## src/rtl/fetch_sequencer.sv

```systemverilog
// Instruction fetch sequencer: drives an instruction-memory read port and hands
// fetched words with their next-PC to the decode stage, honouring freeze and branch redirects.
module fetch_sequencer #(
  parameter logic [31:0] RESET_PC = 32'h0000_0000
) (
  input  logic        clk,
  input  logic        rst,
  input  logic        freeze,
  input  logic        branch_taken,
  input  logic [31:0] branch_address,
  output logic        mem_req,
  output logic [31:0] mem_addr,
  input  logic        mem_ready,
  input  logic [31:0] mem_rdata,
  output logic [31:0] instruction,
  output logic [31:0] PC,
  output logic        valid
);

  typedef enum logic [1:0] {IDLE, FETCH, HOLD, DISCARD} state_t;

  state_t      r_state;
  logic [31:0] r_pc;
  logic [31:0] r_buf_instr;
  logic [31:0] r_buf_pc;
  logic [31:0] r_mem_addr;
  logic        r_mem_req;
  logic [31:0] r_instr;
  logic [31:0] r_out_pc;
  logic        r_valid;

  logic [31:0] w_pc_inc;
  logic [31:0] w_br_target;

  assign w_pc_inc    = r_pc + 32'd4;
  assign w_br_target = branch_address & 32'hFFFF_FFFC;

  assign mem_req     = r_mem_req;
  assign mem_addr    = r_mem_addr;
  assign instruction = r_instr;
  assign PC          = r_out_pc;
  assign valid       = r_valid;

  always_ff @(posedge clk or negedge rst) begin
    if (!rst) begin
      r_state     <= IDLE;
      r_pc        <= RESET_PC;
      r_buf_instr <= 32'h0;
      r_buf_pc    <= 32'h0;
      r_mem_addr  <= RESET_PC;
      r_mem_req   <= 1'b0;
      r_instr     <= 32'h0;
      r_out_pc    <= 32'h0;
      r_valid     <= 1'b0;
    end else begin
      unique case (r_state)
        IDLE: begin
          r_state   <= FETCH;
          r_mem_req <= 1'b1;
          if (branch_taken) begin
            r_pc       <= w_br_target;
            r_mem_addr <= w_br_target;
          end else begin
            r_mem_addr <= r_pc;
          end
        end

        FETCH: begin
          if (branch_taken) begin
            r_pc    <= w_br_target;
            r_valid <= 1'b0;
            // An outstanding read cannot be cancelled: keep presenting it and drop its data later.
            if (mem_ready) r_mem_addr <= w_br_target;
            else           r_state    <= DISCARD;
          end else if (mem_ready) begin
            r_pc       <= w_pc_inc;
            r_mem_addr <= w_pc_inc;
            if (freeze) begin
              r_buf_instr <= mem_rdata;
              r_buf_pc    <= w_pc_inc;
              r_mem_req   <= 1'b0;
              r_state     <= HOLD;
            end else begin
              r_instr  <= mem_rdata;
              r_out_pc <= w_pc_inc;
              r_valid  <= 1'b1;
            end
          end else if (!freeze) begin
            r_valid <= 1'b0;
          end
        end

        HOLD: begin
          if (branch_taken) begin
            r_pc        <= w_br_target;
            r_mem_addr  <= w_br_target;
            r_valid     <= 1'b0;
            r_buf_instr <= 32'h0;
            r_buf_pc    <= 32'h0;
            r_mem_req   <= 1'b1;
            r_state     <= FETCH;
          end else if (!freeze) begin
            r_instr   <= r_buf_instr;
            r_out_pc  <= r_buf_pc;
            r_valid   <= 1'b1;
            r_mem_req <= 1'b1;
            r_state   <= FETCH;
          end
        end

        DISCARD: begin
          if (branch_taken) begin
            r_pc    <= w_br_target;
            r_valid <= 1'b0;
          end else if (!freeze) begin
            r_valid <= 1'b0;
          end
          // Stale read completes here; its data is dropped and fetch restarts at the redirect target.
          if (mem_ready) begin
            r_state    <= FETCH;
            r_mem_addr <= branch_taken ? w_br_target : r_pc;
          end
        end

        default: r_state <= IDLE;
      endcase
    end
  end

endmodule
```

## config.mk

```make
export PLATFORM = sky130hd
export DESIGN_NAME = fetch_sequencer
export DESIGN_NICKNAME = d
export VERILOG_FILES = /design/src/rtl/fetch_sequencer.sv
export SDC_FILE = /design/constraint.sdc
export NUM_CORES = 1
export LEC_CHECK = 0
export BUFFER_PORTS_ARGS = -buffer_cell sky130_fd_sc_hd__buf_2
export CAP_MARGIN = 40
export CORE_MARGIN = 3
export CORE_UTILIZATION = 56
export CTS_CLUSTER_SIZE = 30
export DETAILED_ROUTE_END_ITERATION = 16
export PLACE_DENSITY = 0.83
export SYNTH_ARGS = -nofsm -noshare
export SYNTH_HDL_FRONTEND = slang
export SYNTH_SLANG_ARGS = --single-unit
export TNS_END_PERCENT = 100
```

## constraint.sdc

```tcl
create_clock -name clk -period 4.9 [get_ports clk]
set_input_delay 0 -clock clk [delete_from_list [all_inputs] [get_ports clk]]
set_output_delay 0 -clock clk [all_outputs]
set_load 0.02 [all_outputs]
```

==> results.json <==
{
  "die_w_um": 140,
  "period_minus_slack_ns": 3.16,
  "rsz0062_at_grt": "no",
  "combPwrFrac_pct": 40.4,
  "yosysUniqueCellTypes": 65,
  "htree_levels": 4,
  "sequentialPowerShare_pct": 39.4,
  "cts_setup_buffers": 0,
  "tns_ns": 0,
  "vias_per_cell": 6.23,
  "ctsResizeCount": 0,
  "grtUsageTotal_pct": 30.3,
  "max_cap_viol_count": 0,
  "synth_warnings": 0,
  "clk_path_buf_depth": 2,
  "outcome": "complete, no violations",
  "clockPowerShare_pct": 20.2,
  "period_share_pct": 64.5,
  "maxSlewHeadroom_pct": 42.8,
  "grt_pass1_wl_um": 47900,
  "path_clk_slew_ns": 0.07,
  "drt-total-wl_um": 29700,
  "dieArea_um2": 19700,
  "p_int_uw": 3980,
  "ir_drop_mv": 0.322,
  "grt_max_degree": 97,
  "cts_tree": "yes",
  "port_buffers": 164,
  "cts-root-buf": "clkbuf_16",
  "antenna_found_initial": 1,
  "worst_ep_required_time_ns": 5.24,
  "drv_slew": 0,
  "hold_viol_final": 0,
  "die_h_um": 140,
  "diodes": 0,
  "fillers": 1329,
  "synth_area_um2": 10100,
  "ys_seq_elements": 196,
  "drc": 0,
  "switchingPower_uw": 2830,
  "overflow": 0,
  "cts.sinks": 196,
  "grt_pass1_vias": 8923,
  "leakagePower_uw": 0.00548,
  "max_freq_mhz": 316,
  "place_inst": 1370,
  "final-seq-area_um2": 4900,
  "swShare_pct": 41.6,
  "numCtsBuffers": 17,
  "wl_per_cell_um": 20.3,
  "ys_async_sr_fraction_pct": 100,
  "synth.net_count": 1133,
  "vias": 9120,
  "powerDensity_nw_per_um2": 558,
  "critical_path_arrival_ns": 3.50,
  "syn_avg_cell_area_um2": 9.55,
  "multi_input_area_um2": 4770,
  "synth_edf_count": 0,
  "dpl-instance-area_um2": 11000,
  "layout-drive-gt1-share_pct": 19.1,
  "crit_path_start_kind": "flop",
  "holdCritPathClass": "in2reg",
  "drt_iter0_markers": 815,
  "endpoint_kind": "flop",
  "core.rowCount": 48,
  "placeableCoreArea_um2": 17500,
  "area_growth_syn_to_layout_pct": 20.9,
  "gpl.final_weighted_congestion": 0.937,
  "critPathMaxFanout": 49,
  "fin_area_um2": 12200,
  "ios": 167,
  "first_pass_iters": 5,
  "hpwl_um": 18700,
  "setup_violations": 0,
  "clk_latency_ns": 0.43,
  "synth-seq-area-share_pct": 48.5,
  "synthFlopType": "dfrtp_1",
  "ant_nets": 0,
  "start_util_pct": 57.8,
  "netlist_instances": 1059,
  "setup.worst_path.class": "reg2reg",
  "tightest_slew_ns": 0.857,
  "nNetsFinal": 1301,
  "skew_ns": 0.00832,
  "layout.cells.non_filler": 1465
}
[synth_stat cells, types with 3 or more instances]
cell / instances / area [um^2]
o211ai_1: 12 / 90.1
a211o_1: 3 / 26.3
o31a_1: 6 / 52.6
nand3_1: 30 / 150
o2111a_1: 9 / 101
a221oi_1: 9 / 78.8
xnor2_1: 32 / 280
and4_1: 8 / 70.1
and3_1: 13 / 81.3
ha_1: 5 / 62.6
o21ai_0: 120 / 601
a31oi_1: 6 / 37.5
nand2b_1: 12 / 75.1
and2_1: 6 / 37.5
nor2_1: 50 / 188
buf_1: 7 / 26.3
xor2_1: 13 / 114
nand2_1: 137 / 514
nand4_1: 19 / 119
a311oi_1: 3 / 26.3
buf_4: 4 / 30.0
inv_1: 18 / 67.6
a21boi_0: 9 / 67.6
nor4_1: 14 / 87.6
or4_1: 4 / 30.0
mux2i_1: 48 / 480
buf_2: 25 / 125
mux2_2: 3 / 33.8
or3_1: 10 / 62.6
dfrtp_1: 196 / 4900
nor3_1: 24 / 120
clkbuf_1: 55 / 206
a21oi_1: 38 / 190
o22ai_1: 7 / 43.8
nor2b_1: 3 / 18.8
a22o_1: 44 / 385
or2_2: 4 / 25.0
a211oi_1: 13 / 97.6
[kinds of logic after synthesis]
family,synth area share [%]
flip-flops,48.5
multiplexers,5.09
buffers and inverters,4.64
adder cells (fa/ha/maj),0.619
XOR/XNOR,3.90
AND/OR/NAND/NOR,17.3
AO/OA/AOI/OAI,19.9
[layer usage]
| metal | vias to the layer above | routed length [um] | global-route usage, % |
|---|---|---|---|
| li1 | 4177 | - | - |
| met1 | 4408 | 12300 | 41.3 |
| met2 | 458 | 13600 | 46.8 |
| met3 | 75 | 2820 | 7.89 |
| met4 | 2 | 1030 | 11.7 |
| met5 | - | 13 | 0 |
[sequential cells by signal, summed over array words and instances, names as in the netlist]
register / flops
PC: 32
mem_addr: 32
r_buf_instr: 32
valid: 1
instruction: 32
r_pc: 32
r_state: 2
mem_req: 1
r_buf_pc: 32
[power by group through the flow]
stage          clock network [uW]  registers (uW)  logic, uW
2_1_floorplan                   0            3060       1360
3_3_place_gp                    0            2670       2590
3_5_place_dp                    0            2690       2670
4_1_cts                      1400            2670       2730
5_1_grt                      1470            2770       3000
6_report                     1380            2690       2760
[cells in the final DEF, fill, tap and decap left out, types with 30 or more instances in the layout]
cell type,count
xnor2_1,32
buf_2,163
mux2i_1,48
nand2_1,137
dfrtp_1,196
o21ai_0,119
a21oi_1,38
nand3_1,30
a22o_1,44
nor2_1,50
dlygate4sd3_1,63
[repair_timing]
item	in CTS	in global routing
endpoints found under the setup margin	0	0
hold buffers	63	0
hold endpoints to repair	209	0
[metrics by stage]
| stage | setup slack (ns) | utilization, % | hold WS, ns | total power [uW] |
|---|---|---|---|---|
| 3_3_place_gp | 1.76 | 62.7 | 0.118 | 5250 |
| 2_1_floorplan | 2.78 | - | -0.296 | 4420 |
| 4_1_cts | 1.83 | 69.9 | 0.0212 | 6790 |
| 3_5_place_dp | 1.85 | 63.0 | 0.114 | 5360 |
| 6_report | 1.74 | 69.9 | 0.0406 | 6820 |
| 5_1_grt | 1.48 | 69.9 | 0.0503 | 7230 |
[final cells by class]
cell class	instances	share of cell area [%]
Sequential cell	196	40.1
Multi-Input combinational cell	751	39.0
Timing Repair Buffer	242	13.2
Clock buffer	20	3.82
Tap cell	225	2.30
Clock inverter	12	0.942
Inverter	19	0.583
[final timing paths]
path,start,endpoint,slack (ns),cells after the start
setup / recovery,r_state[0]$_DFFE_PN0P_,mem_addr[11]$_DFFE_PN0P_,1.74,7
hold / removal,freeze,valid$_DFFE_PN0P_,0.04,3
setup reg to reg,r_state[0]$_DFFE_PN0P_,mem_addr[11]$_DFFE_PN0P_,1.74,7
hold reg to reg,PC[27]$_DFFE_PN0P_,PC[27]$_DFFE_PN0P_,0.47,2
max in group asynchronous,rst,r_pc[20]$_DFFE_PN0N_,3.55,3
min in group asynchronous,rst,instruction[0]$_DFFE_PN0P_,0.17,2
[critical path, stage by stage, from the launching register on]
cell,delay (ns)
dfrtp_1,0.42
inv_1,0.14
ha_4,0.54
inv_1,0.58
o21ai_2,0.64
buf_4,0.37
a21oi_1,0.10
a211oi_1,0.24
Power figures use the tool's default switching activity.
